==> src/rtl/sram_arb_pkg.sv <==
// Shared types, constants and helpers for the two-port SRAM arbiter.
package sram_arb_pkg;

    // Sequencer states.
    typedef enum logic [1:0] {
        IDLE     = 2'd0,
        READ     = 2'd1,
        RMW_READ = 2'd2,
        WRITE    = 2'd3
    } state_t;

    // Port-select encoding used by the arbiter and the sequencer.
    localparam logic PORT_A = 1'b0;
    localparam logic PORT_B = 1'b1;

    // Byte-enable patterns that select the access flavour.
    localparam logic [3:0] BE_FULL = 4'b1111;
    localparam logic [3:0] BE_NONE = 4'b0000;

    // Build the word written back by a read-modify-write: enabled lanes come
    // from the requester, the others keep what the SRAM already holds.
    function automatic logic [31:0] merge_bytes(
        input logic [3:0]  be,
        input logic [31:0] wdata,
        input logic [31:0] rdata
    );
        logic [31:0] merged;
        merged = rdata;
        for (int n = 0; n < 4; n++) begin
            if (be[n]) begin
                merged[8*n +: 8] = wdata[8*n +: 8];
            end
        end
        return merged;
    endfunction

endpackage

==> src/rtl/sram_rr_arbiter.sv <==
// Two-way round-robin grant for the SRAM sequencer. A request is only valid
// when its port did not see ready on the previous edge, which hides the
// requester's one-cycle delay in dropping rd/wr after completion.
module sram_rr_arbiter
    import sram_arb_pkg::*;
(
    input  logic clk,
    input  logic rst,
    input  logic enable,
    input  logic a_req,
    input  logic b_req,
    input  logic a_ready,
    input  logic b_ready,
    output logic grant_valid,
    output logic grant_port
);

    logic last_grant;
    logic a_valid;
    logic b_valid;

    // Qualify requests and pick a winner; on a tie the port not served last wins.
    always_comb begin
        a_valid     = a_req && !a_ready;
        b_valid     = b_req && !b_ready;
        grant_valid = enable && (a_valid || b_valid);
        if (a_valid && b_valid) begin
            grant_port = (last_grant == PORT_A) ? PORT_B : PORT_A;
        end else if (a_valid) begin
            grant_port = PORT_A;
        end else begin
            grant_port = PORT_B;
        end
    end

    // Remember the most recent grant; reset favours port A on the first tie.
    always_ff @(posedge clk) begin
        if (rst) begin
            last_grant <= PORT_B;
        end else if (grant_valid) begin
            last_grant <= grant_port;
        end
    end

endmodule

==> src/rtl/sram_arbiter.sv <==
// Two-port arbiter and strobe sequencer for an external 512K x 32 async SRAM.
// Reads and full writes take LATENCY+1 cycles of strobe activity; partial
// writes become a read phase followed by a write phase with cs held low.
module sram_arbiter
    import sram_arb_pkg::*;
#(
    parameter int unsigned LATENCY = 1,
    parameter int unsigned ADDR_W  = 19
) (
    input  logic              clk,
    input  logic              rst,

    input  logic              a_rd,
    input  logic              a_wr,
    input  logic [ADDR_W-1:0] a_addr,
    input  logic [3:0]        a_be,
    input  logic [31:0]       a_wdata,
    output logic [31:0]       a_rdata,
    output logic              a_ready,

    input  logic              b_rd,
    input  logic              b_wr,
    input  logic [ADDR_W-1:0] b_addr,
    input  logic [3:0]        b_be,
    input  logic [31:0]       b_wdata,
    output logic [31:0]       b_rdata,
    output logic              b_ready,

    output logic              ram_cs_b,
    output logic              ram_oe_b,
    output logic              ram_wr_b,
    output logic              ram_ub_b,
    output logic              ram_lb_b,
    output logic [ADDR_W-1:0] ram_addr,
    output logic [31:0]       ram_dq_out,
    output logic              ram_dq_oe,
    input  logic [31:0]       ram_dq_in
);

    localparam logic [2:0] LAT = 3'(LATENCY);

    // Registered state
    state_t      state;
    logic [2:0]  lcount;
    logic        port_q;
    logic [3:0]  be_q;
    logic [31:0] wdata_q;

    // Next-state values
    state_t      state_d;
    logic [2:0]  lcount_d;
    logic        port_d;
    logic [3:0]  be_d;
    logic [31:0] wdata_d;
    logic [ADDR_W-1:0] ram_addr_d;
    logic        cs_d;
    logic        oe_d;
    logic        wr_d;
    logic        bsel_d;
    logic [31:0] dq_out_d;
    logic        dq_oe_d;
    logic [31:0] a_rdata_d;
    logic [31:0] b_rdata_d;
    logic        a_ready_d;
    logic        b_ready_d;

    // Arbiter interface and the granted port's request fields
    logic              grant_valid;
    logic              grant_port;
    logic              g_rd;
    logic [ADDR_W-1:0] g_addr;
    logic [3:0]        g_be;
    logic [31:0]       g_wdata;

    sram_rr_arbiter u_arb (
        .clk         (clk),
        .rst         (rst),
        .enable      (state == IDLE),
        .a_req       (a_rd || a_wr),
        .b_req       (b_rd || b_wr),
        .a_ready     (a_ready),
        .b_ready     (b_ready),
        .grant_valid (grant_valid),
        .grant_port  (grant_port)
    );

    // Route the granted port's request onto a common set of signals.
    always_comb begin
        if (grant_port == PORT_A) begin
            g_rd    = a_rd;
            g_addr  = a_addr;
            g_be    = a_be;
            g_wdata = a_wdata;
        end else begin
            g_rd    = b_rd;
            g_addr  = b_addr;
            g_be    = b_be;
            g_wdata = b_wdata;
        end
    end

    // Sequencer next-state and next-output logic.
    always_comb begin
        // NOTE: every next value starts from a hold/default here so no branch
        // leaves one unassigned, which would otherwise infer a latch.
        state_d    = state;
        lcount_d   = lcount;
        port_d     = port_q;
        be_d       = be_q;
        wdata_d    = wdata_q;
        ram_addr_d = ram_addr;
        cs_d       = ram_cs_b;
        oe_d       = ram_oe_b;
        wr_d       = ram_wr_b;
        bsel_d     = ram_ub_b;
        dq_out_d   = ram_dq_out;
        dq_oe_d    = ram_dq_oe;
        a_rdata_d  = a_rdata;
        b_rdata_d  = b_rdata;
        a_ready_d  = 1'b0;
        b_ready_d  = 1'b0;

        unique case (state)
            IDLE: begin
                if (grant_valid) begin
                    port_d     = grant_port;
                    ram_addr_d = g_addr;
                    be_d       = g_be;
                    wdata_d    = g_wdata;
                    lcount_d   = LAT;
                    if (g_rd) begin
                        cs_d    = 1'b0;
                        oe_d    = 1'b0;
                        wr_d    = 1'b1;
                        bsel_d  = 1'b0;
                        state_d = READ;
                    end else if (g_be == BE_NONE) begin
                        // Nothing to write: acknowledge without touching the SRAM.
                        a_ready_d = (grant_port == PORT_A);
                        b_ready_d = (grant_port == PORT_B);
                    end else if (g_be == BE_FULL) begin
                        cs_d     = 1'b0;
                        oe_d     = 1'b1;
                        wr_d     = 1'b0;
                        bsel_d   = 1'b0;
                        dq_oe_d  = 1'b1;
                        dq_out_d = g_wdata;
                        state_d  = WRITE;
                    end else begin
                        cs_d    = 1'b0;
                        oe_d    = 1'b0;
                        wr_d    = 1'b1;
                        bsel_d  = 1'b0;
                        state_d = RMW_READ;
                    end
                end
            end

            READ: begin
                if (lcount != 3'd0) begin
                    lcount_d = lcount - 3'd1;
                end else begin
                    if (port_q == PORT_A) begin
                        a_rdata_d = ram_dq_in;
                    end else begin
                        b_rdata_d = ram_dq_in;
                    end
                    a_ready_d = (port_q == PORT_A);
                    b_ready_d = (port_q == PORT_B);
                    cs_d      = 1'b1;
                    oe_d      = 1'b1;
                    wr_d      = 1'b1;
                    bsel_d    = 1'b1;
                    state_d   = IDLE;
                end
            end

            RMW_READ: begin
                if (lcount != 3'd0) begin
                    lcount_d = lcount - 3'd1;
                end else begin
                    // Turn the bus around in one edge: oe releases as dq_oe
                    // asserts, both registered, so they never overlap.
                    oe_d     = 1'b1;
                    wr_d     = 1'b0;
                    dq_oe_d  = 1'b1;
                    dq_out_d = merge_bytes(be_q, wdata_q, ram_dq_in);
                    lcount_d = LAT;
                    state_d  = WRITE;
                end
            end

            WRITE: begin
                if (lcount != 3'd0) begin
                    lcount_d = lcount - 3'd1;
                end else begin
                    a_ready_d = (port_q == PORT_A);
                    b_ready_d = (port_q == PORT_B);
                    cs_d      = 1'b1;
                    oe_d      = 1'b1;
                    wr_d      = 1'b1;
                    bsel_d    = 1'b1;
                    dq_oe_d   = 1'b0;
                    state_d   = IDLE;
                end
            end

            default: state_d = IDLE;
        endcase
    end

    // State and output registers; reset abandons any access in flight.
    always_ff @(posedge clk) begin
        // NOTE: registers take non-blocking assignments so every flop samples
        // the pre-edge values, independent of statement order.
        if (rst) begin
            state      <= IDLE;
            lcount     <= 3'd0;
            port_q     <= PORT_A;
            be_q       <= 4'd0;
            wdata_q    <= 32'd0;
            ram_addr   <= '0;
            ram_cs_b   <= 1'b1;
            ram_oe_b   <= 1'b1;
            ram_wr_b   <= 1'b1;
            ram_ub_b   <= 1'b1;
            ram_lb_b   <= 1'b1;
            ram_dq_out <= 32'd0;
            ram_dq_oe  <= 1'b0;
            a_rdata    <= 32'd0;
            b_rdata    <= 32'd0;
            a_ready    <= 1'b0;
            b_ready    <= 1'b0;
        end else begin
            state      <= state_d;
            lcount     <= lcount_d;
            port_q     <= port_d;
            be_q       <= be_d;
            wdata_q    <= wdata_d;
            ram_addr   <= ram_addr_d;
            ram_cs_b   <= cs_d;
            ram_oe_b   <= oe_d;
            ram_wr_b   <= wr_d;
            ram_ub_b   <= bsel_d;
            ram_lb_b   <= bsel_d;
            ram_dq_out <= dq_out_d;
            ram_dq_oe  <= dq_oe_d;
            a_rdata    <= a_rdata_d;
            b_rdata    <= b_rdata_d;
            a_ready    <= a_ready_d;
            b_ready    <= b_ready_d;
        end
    end

endmodule

==> config.mk <==
export PLATFORM = sky130hd
export DESIGN_NAME = sram_arbiter
export DESIGN_NICKNAME = d
export VERILOG_FILES = /design/src/rtl/sram_arb_pkg.sv /design/src/rtl/sram_rr_arbiter.sv /design/src/rtl/sram_arbiter.sv
export SDC_FILE = /design/constraint.sdc
export NUM_CORES = 1
export LEC_CHECK = 0
export BUFFER_PORTS_ARGS = -buffer_cell sky130_fd_sc_hd__buf_2
export CAP_MARGIN = 20
export CORE_ASPECT_RATIO = 1.1
export CORE_MARGIN = 3
export CORE_UTILIZATION = 45
export CTS_CLUSTER_DIAMETER = 120
export DETAILED_ROUTE_END_ITERATION = 8
export HOLD_SLACK_MARGIN = 0.1
export PLACE_DENSITY_LB_ADDON = 0.12
export SLEW_MARGIN = 25
export SYNTH_ARGS = -nofsm -noshare
export SYNTH_HDL_FRONTEND = slang
export SYNTH_SLANG_ARGS = --single-unit
==> constraint.sdc <==
create_clock -name clk -period 2.55 [get_ports clk]
set_input_delay 0.255 -clock clk [delete_from_list [all_inputs] [get_ports clk]]
set_output_delay 0.255 -clock clk [all_outputs]
set_load 0.1 [all_outputs]
# After elaboration in Yosys (flattened, before gate mapping)
# Cells that the tools add are included.
[word_totals]
out_inout_bits = 123
mem_bits_ro = 0
memories = 0
register_bits = 164
latchBits = 0
ram_bits = 0
[classes]
n_div = 0
order_cmp = 0
n_shift = 0
n_bitwise = 3
multipliers = 0
n_addsub = 1
muxes = 59
n_eq_ne = 14
reduce_logical = 26
[op_table]
columns = ["op", "n"]
rows = [
  ["$mux 32", 6],
  ["$pmux 32 s2", 1],
  ["$mux 8", 4],
  ["$mux 1", 30],
  ["$mux 19", 1],
  ["$ne 2x2->1 const B", 8],
  ["$mux 2", 5],
  ["$mux 3", 3],
  ["$pmux 3 s3", 1],
  ["$reduce_and 3->1", 3],
  ["$pmux 1 s2", 4],
  ["$reduce_and 4->1", 2],
  ["$reduce_and 7->1", 1],
  ["$pmux 1 s3", 2],
  ["$pmux 2 s3", 1],
  ["$reduce_and 6->1", 1],
  ["$reduce_bool 3->1", 2],
  ["$eq 2x2->1 const B", 2],
  ["$eq 4x4->1 const B", 1],
  ["$logic_and 1x1->1", 4],
  ["$logic_not 4->1", 1],
  ["$mux 4", 1],
  ["$reduce_and 2->1", 2],
  ["$reduce_bool 2->1", 2],
  ["other kinds (10)", 15],
]

# Longest topological paths before layout
# Gate-level depths: netlist of run 1.
[logic_depth]
word_depth = 11
ltp_mapped = 9
mapped_depth_nobuf = 7

# Hierarchy
# Synthesis of run 1 repeated with hierarchy kept, for this count alone.
[hier_totals]
cells_unflattened = 838
hier_area_um2 = 7788.7
[by_module_without_submodules]
columns = ["mod", "cells_each", "instances", "area_per_inst_um2"]
rows = [
  ["sram_arbiter", 830, 1, 7712.4],
  ["sram_rr_arbiter", 8, 1, 76.3],
]

# Worst setup path after synthesis of run 1
# No wires, ideal clock.
[synth_timing]
kind = "reg2reg"
from = "reg b_ready"
to = "reg ram_wr_b"
path_buffers = 1
stages_incl_launch_ff = 7
setup_slack_ns = 0.093
arrival_time_ns = 2.343
synth_period_minus_slack_ns = 2.457
path_cell_list = "dfxtp_1 > o21ba_2 > a21oi_2 > mux2i_1 > o2111ai_4 > buf_6 > a21o_1"
[synth_via]
elab_chain_len = 11
word_cells_on_any_way = 18
[synth_rtl]
columns = ["element", "line", "rtl"]
rows = [
  ["start, declared", "sram_arbiter.sv:27", "output logic b_ready,"],
  ["start signal, assigned", "sram_arbiter.sv:251", "b_ready <= b_ready_d;"],
  ["$logic_not 1->1 (*)", "sram_rr_arbiter.sv:25", "b_valid = b_req && !b_ready;"],
  ["$logic_and 1x1->1 (*)", "sram_rr_arbiter.sv:25", ""],
  ["$logic_and 1x1->1", "sram_rr_arbiter.sv:27", "if (a_valid && b_valid) begin"],
  ["$mux 1", "sram_rr_arbiter.sv:27", ""],
  ["$mux 4", "sram_arbiter.sv:89", "if (grant_port == PORT_A) begin"],
  ["$eq 4x4->1", "sram_arbiter.sv:141", "end else if (g_be == BE_FULL) begin"],
  ["$mux 1", "sram_arbiter.sv:141", ""],
  ["$mux 1", "sram_arbiter.sv:137", "end else if (g_be == BE_NONE) begin"],
  ["$mux 1", "sram_arbiter.sv:131", "if (g_rd) begin"],
  ["$mux 1", "sram_arbiter.sv:125", "if (grant_valid) begin"],
  ["$pmux 1 s3", "sram_arbiter.sv:123", "unique case (state)"],
  ["end signal, assigned", "sram_arbiter.sv:243", "ram_wr_b <= wr_d;"],
  ["end, declared", "sram_arbiter.sv:31", "output logic ram_wr_b,"],
]
# Mark *: on every way between the ends. The rest lies on a longest branch, timed or not. The select of a mux whose other input is x is not followed.
# A chain may end at the register's enable or synchronous reset.

# Worst setup path after layout of run 1
[layout_timing]
from = "reg state[1]"
to = "reg ram_addr[11]"
[layout_via]
elab_chain_len = 3
[layout_rtl]
columns = ["element", "line", "rtl"]
rows = [
  ["start, declared", "sram_arbiter.sv:43", "state_t state;"],
  ["start signal, assigned", "sram_arbiter.sv:235", "state <= state_d;"],
  ["$logic_not 2->1 (*)", "sram_arbiter.sv:78, sram_arbiter.sv:123", ""],
  ["$logic_and 1x1->1", "sram_rr_arbiter.sv:26", "grant_valid = enable && (a_valid || b_valid);"],
  ["$reduce_and 2->1 (no line) (*)", "n/a", ""],
  ["end signal, assigned", "sram_arbiter.sv:240", "ram_addr <= ram_addr_d;"],
  ["end, declared", "sram_arbiter.sv:34", "output logic [ADDR_W-1:0] ram_addr,"],
]
# Mark *: on every way between the ends. The rest lies on a longest branch, timed or not.

==> results of run 1 <==
registers in the layout, summed over array words and instances, names as in the netlist, 2 cells and up:
name        count
lcount          3
be_q            4
b_rdata        32
ram_dq_out     32
state           2
a_rdata        32
ram_addr       19
wdata_q        32
final timing paths:
check        depth (start not counted)           end  slack, ns
max                                  6  ram_addr[11]       0.14
min                                  3  ram_addr[10]       0.11
max reg2reg                          6  ram_addr[11]       0.14
min reg2reg                          2    b_rdata[3]       0.45
where the power goes:
group / leakage [nW] / internal, mW / switching [mW]
Clock: 0.286 / 1.49 / 1.04
Combinational: 3.05 / 1.82 / 5.37
Sequential: 1.34 / 3.28 / 0.533
worst min-delay path, delay by kind of cell:
family / cells / cell delay (ns)
buffers and inverters: 1 / 0.10
AO/OA/AOI/OAI: 1 / 0.07
AND/OR/NAND/NOR: 1 / 0.06
per-stage QoR:
stage	cell area [µm²]	util	instances
global route	10100	0.632	1373
CTS	10000	0.630	1368
floorplan	7390	-	868
finish	10100	0.632	1373
global placement	8870	0.557	1279
detailed placement	8870	0.557	1279
routing by layer:
layer | track usage | share of wire | vias up
li1 | - | - | 3614
met1 | 0.338 | 0.46 | 3284
met2 | 0.360 | 0.46 | 277
met3 | 0.0561 | 0.070 | 25
met4 | 0.0698 | 0.016 | 0
met5 | 0 | 0 | -
cell usage in the layout (no fill, tap or decap), types with 14 or more instances in the layout:
cell	instances
buf_2	269
nand2_1	183
dfxtp_1	164
nor2_1	72
a211oi_1	67
mux2i_1	66
a21oi_1	66
dlygate4sd3_1	58
nor2b_1	33
a211o_1	33
nand2b_1	32
a311oi_1	24
clkbuf_16	17
buf_4	14
cell families after synthesis:
kind of cell | after synthesis | synth area share
AO/OA/AOI/OAI | 212 | 0.207
XOR/XNOR | 1 | 0.00118
adder cells (fa/ha/maj) | 2 | 0.00338
buffers and inverters | 79 | 0.0499
flip-flops | 164 | 0.444
multiplexers | 67 | 0.0912
AND/OR/NAND/NOR | 343 | 0.203
final cells by class:
class	count	area, µm²	area share
clock buffer	20	457	0.0454
clock inverter	12	130	0.0129
inverter	4	15.0	0.00149
multi-input combinational	625	3760	0.374
sequential	164	3280	0.326
tap	200	250	0.0249
timing repair buffer	348	2160	0.215
timing repair:
item                       4_1_cts  5_1_grt
hold buffers                    57        1
buffers inserted                 0        4
hold endpoints to repair        58        1
setup endpoints to repair        0       15
==> summary.txt, run 1 <==
Die
  • Die area: 18000 µm²
  • Die Ht: 140 µm
  • Starting density of the core: 0.465
  • I/O Pins: about 270
  • CORE AREA: 15900 µm²
  • Cell row count: 48
  • Die width: between 100 and 150 µm

Worst hold path
  • Type of the most critical hold path: in -> reg
  • Hold_sp: a_addr[10]

Yosys
  • Post-Syn Area: 7390 µm²
  • Sequential share of the synthesized area: 0.444
  • Cell with the most instances after synthesis: nand2_1
  • Area leader, netlist: dfxtp_1
  • Top_reg_cell synth: dfxtp_1
  • Syn_nets: 1018
  • Synth top cells by count: 183 x nand2_1, 164 x dfxtp_1, 73 x nor2_1
  • Yosys cell types: 41
  • Yosys warnings: 0
  • #FFs+latches synth: 164
  • Asr flop ratio synth: 0
  • Post-synth EDFFs: 0
  • Yosys top cell area share: 0.444
  • Cells after synthesis: 868
  • Top cells by area, synth: dfxtp_1 44%, nand2_1 9.3%, mux2i_1 8.9%
  • Syn_area_per_cell: approximately 8.5 µm²

Drt
  • Initial drt markers: 506
  • Post-route ant nets: 0
  • DR pass1 iterations: 5
  • DRC viols: 0
  • Routed wire length per instance: 16.0 µm
  • Vias per inst: 5.24
  • DR vias: 7200
  • Final wirelength: about 22000 µm

Worst setup path
  • Slowest cell on the critical path: dlygate4sd3_1
  • Critical path buffer and inverter count: 2
  • Crit Reg-Reg Startpoint: state[1]
  • Crit Path Class: reg -> reg
  • Worst EP arrival: 2.77 ns
  • CP delay by family, top: buffers and inverters
  • Crit-path cells: or2_2 > nor2_4 > buf_12 > nor2_1 > a311oi_1 > dlygate4sd3_1
  • Slowest stage delay, CP: 0.58 ns
  • Startpoint class of the critical path: flop
  • Critical Path Start: state[1]
  • Crit-path max FO: 54
  • Required time of the critical path: 2.92 ns
  • Worst setup EP type: flop

Pwr
  • Total power: about 14 mW
  • PwrDens: between 1000 and 1500 nW/µm²
  • Peak VDD IR: 1.03 mV
  • Pleak: 4.68 nW

Global route
  • Overall Global Routing Usage: 0.238
  • Largest net degree at the start of global routing: about 110
  • Number of global-route vias before repair: 6678
  • First-pass GRT wire length: 34600 µm
  • Initial antenna violation count: 1
  • Gr ovfl total: 0

Clock tree
  • CTS root buffer: clkbuf_16
  • Clock sinks: 164
  • CTS resizes: 0
  • Clock Latency Late Sink: 0.42 ns
  • Clock buffer depth: 2
  • Num CTS Buffers: 17
  • CTS tree: built
  • Clk slew on worst S/H paths: 0.06 ns
  • H-tree depth: 4

Placed design
  • DP Wirelength: 15200 µm
  • Port bufs: 270
  • RD Place Congestion: 0.866
  • Post-Place Worst Slack: 0.528 ns

STA
  • Slew @ Worst Pin: 0.760 ns
  • Hold WS: 0.115 ns
  • Setup ws final: 0.141 ns
  • Final setup TNS: 0 ns
  • # setup viols final: 0
  • Clk_skew: 0.00910 ns
  • Fmax achieved: ~420 MHz
  • Clock period minus worst slack: 2.41 ns
  • Final Hold Fails: 0
  • RSZ-0062 raised after global routing: false
  • Tcrit/Tclk final: 0.945
  • Final Slew Violations: 0
  • Worst slew margin: 0.494

Job
  • Max cap viols: 0

Outcome
  • Status: completed

Final layout
  • Nets@finish: 1310
  • # diodes: 0
  • Layout overhead on the synthesized area: 36.1%
  • Fill count: 1381
  • Share of cells above drive strength 1: 0.285
(Power assumes the default switching activity.)
==> inputs of run 2 (changes only) <==
==> constraint.sdc (replaced) <==
create_clock -name clk -period 2.55 [get_ports clk]
set_input_delay 0.51 -clock clk [delete_from_list [all_inputs] [get_ports clk]]
set_output_delay 0.51 -clock clk [all_outputs]
set_load 0.1 [all_outputs]
==> run 2 against run 1 <==
  * Fmax rose by 21%
  * Non-clock buffer count fell by 59
  * Die area did not move
  * Core utilization fell by 3.5 points
  * Clock-buffer cell count rose by 1
  * Cell count fell by 4.3%
  * Sequential power barely moved
  * Clock power rose by 5%
  * Cell area fell by 5.5%
  * Register-to-register slack improved by 0.42 ns
  * Critical endpoint is now ram_dq_out[8]
  * Largest power group unchanged
==> summary.txt, run 2 (synthesis results as in run 1) <==
Placed design
  • DP Wirelength: 15400 µm
  • Port bufs: 270
  • RD Place Congestion: 0.850
  • Area of placed instances: 8890 µm²

Global route
  • Overall Global Routing Usage: 0.233
  • Initial antenna violation count: 0
  • First-pass GRT wire length: 33700 µm
  • Number of global-route vias before repair: 6382
  • Gr ovfl total: 0
  • Largest net degree at the start of global routing: 84

Worst setup path
  • Worst EP arrival: 2.28 ns
  • Crit Path Class: reg -> reg
  • Required time of the critical path: 2.84 ns
  • Crit-path max FO: 15
  • Worst setup EP type: flop
  • Startpoint class of the critical path: flop

Final layout
  • Layout overhead on the synthesized area: 28.6%
  • Share of cells above drive strength 1: 0.299
  • # diodes: 0
  • Most frequent cells in the layout: 269 x buf_2, 183 x nand2_1, 164 x dfxtp_1
  • Post-route cell area: 9510 µm²
  • Nets@finish: 1251
  • Most common cell after layout, fill and taps aside: buf_2

Pwr
  • Net switching power: 6.88 mW
  • Clock power frac: 0.198
  • Logic pwr share: 0.518
  • PwrDens: 1410 nW/µm²
  • Switching part of the total: 0.513
  • Pleak: around 4.4 nW
  • Seq pwr share: 0.283
  • Internal cell power: 6.53 mW
  • Peak VDD IR: 1.53 mV

Clock tree
  • Clk slew on worst S/H paths: 0.06 ns
  • Clock sinks: ~160
  • CTS resizes: 0
  • CTS root buffer: clkbuf_16
  • Post-CTS Setup Inserts: 0
  • H-tree depth: 4
  • Clock Latency Late Sink: approximately 0.42 ns
  • CTS tree: built
  • Clock buffer depth: 2
  • Num CTS Buffers: 17
  • Cts hold-fix bufs: 0

STA
  • Tcrit/Tclk final: 0.780
  • Clk_skew: between 0.009 and 0.01 ns
  • Slew @ Worst Pin: between 0.6 and 0.7 ns
  • Final Hold Fails: 0
  • Clock period minus worst slack: 1.99 ns
  • RSZ-0062 raised after global routing: false
  • Final setup TNS: 0 ns
  • # setup viols final: 0
  • Fmax achieved: 503 MHz
  • Worst slew margin: 0.559
  • Final Slew Violations: 0

Outcome
  • Status: completed

Die
  • Die width: about 130 µm
  • Starting density of the core: 0.465
  • I/O Pins: between 200 and 300
  • Die area: 18000 µm²
  • CORE AREA: 15900 µm²
  • Cell row count: 48
  • Die Ht: 140 µm

Drt
  • Vias per inst: between 5 and 6
  • Routed wire length per instance: 16.4 µm
  • DR pass1 iterations: 5
  • DR vias: ~6900
  • DRC viols: 0
  • Initial drt markers: 400
  • Final wirelength: 21600 µm
  • Post-route ant nets: 0

Job
  • Max cap viols: 0

Worst hold path
  • Type of the most critical hold path: in -> reg
==> run 2: layout make-up <==
cell class | count | area [µm²]
Sequential cell | 164 | 3280
Clock inverter | 11 | 149
Multi-Input combinational cell | 625 | 3760
Timing Repair Buffer | 289 | 1580
Inverter | 4 | 15.0
Tap cell | 200 | 250
Fill cell | 1514 | 6410
Clock buffer | 21 | 470
==> run 2: worst max-delay path, cell delays in order, from the launching register on <==
cell	delay, ns
dfxtp_1	0.54
or2_2	0.35
nor2_1	0.10
mux2i_2	0.23
o2111ai_4	0.27
buf_12	0.25
mux2i_1	0.13
==> run 2: path summary, 6_finish.rpt <==
path,from,to,slack [ns],cells past startpoint
max,state[0],ram_dq_out[8],0.56,6
min,a_addr[4],ram_addr[4],0.35,3
max reg2reg,state[0],ram_dq_out[8],0.56,6
min reg2reg,a_rdata[0],a_rdata[0],0.45,2
==> run 2: stage by stage <==
| stage | cells | utilization | setup slack, ns | hold WS [ns] | total power [mW] |
|---|---|---|---|---|---|
| floorplan | 868 | - | 0.0930 | 0.476 | 9.51 |
| global placement | 1282 | 0.558 | 0.296 | 0.438 | 10.8 |
| detailed placement | 1282 | 0.558 | 0.279 | 0.443 | 10.8 |
| CTS | 1314 | 0.597 | 0.559 | 0.327 | 13.5 |
| global route | 1314 | 0.597 | 0.416 | 0.341 | 14.1 |
| finish | 1314 | 0.597 | 0.560 | 0.346 | 13.4 |
==> run 2: power groups by stage <==
stage / Sequential, mW / Clock [mW] / Combinational, mW
2_1_floorplan: 6.81 / 0 / 2.70
3_3_place_gp: 3.84 / 0 / 6.92
3_5_place_dp: 3.84 / 0 / 6.95
4_1_cts: 3.80 / 2.71 / 6.97
5_1_grt: 3.89 / 2.82 / 7.37
6_report: 3.80 / 2.66 / 6.95
==> run 2: routing by layer <==
metal | wire length, µm | up-vias | GRT usage
li1 | - | 3509 | -
met2 | 9750 | 269 | 0.359
met5 | 0 | - | 0
met3 | 1610 | 31 | 0.0557
met4 | 322 | 0 | 0.0698
met1 | 9890 | 3127 | 0.323
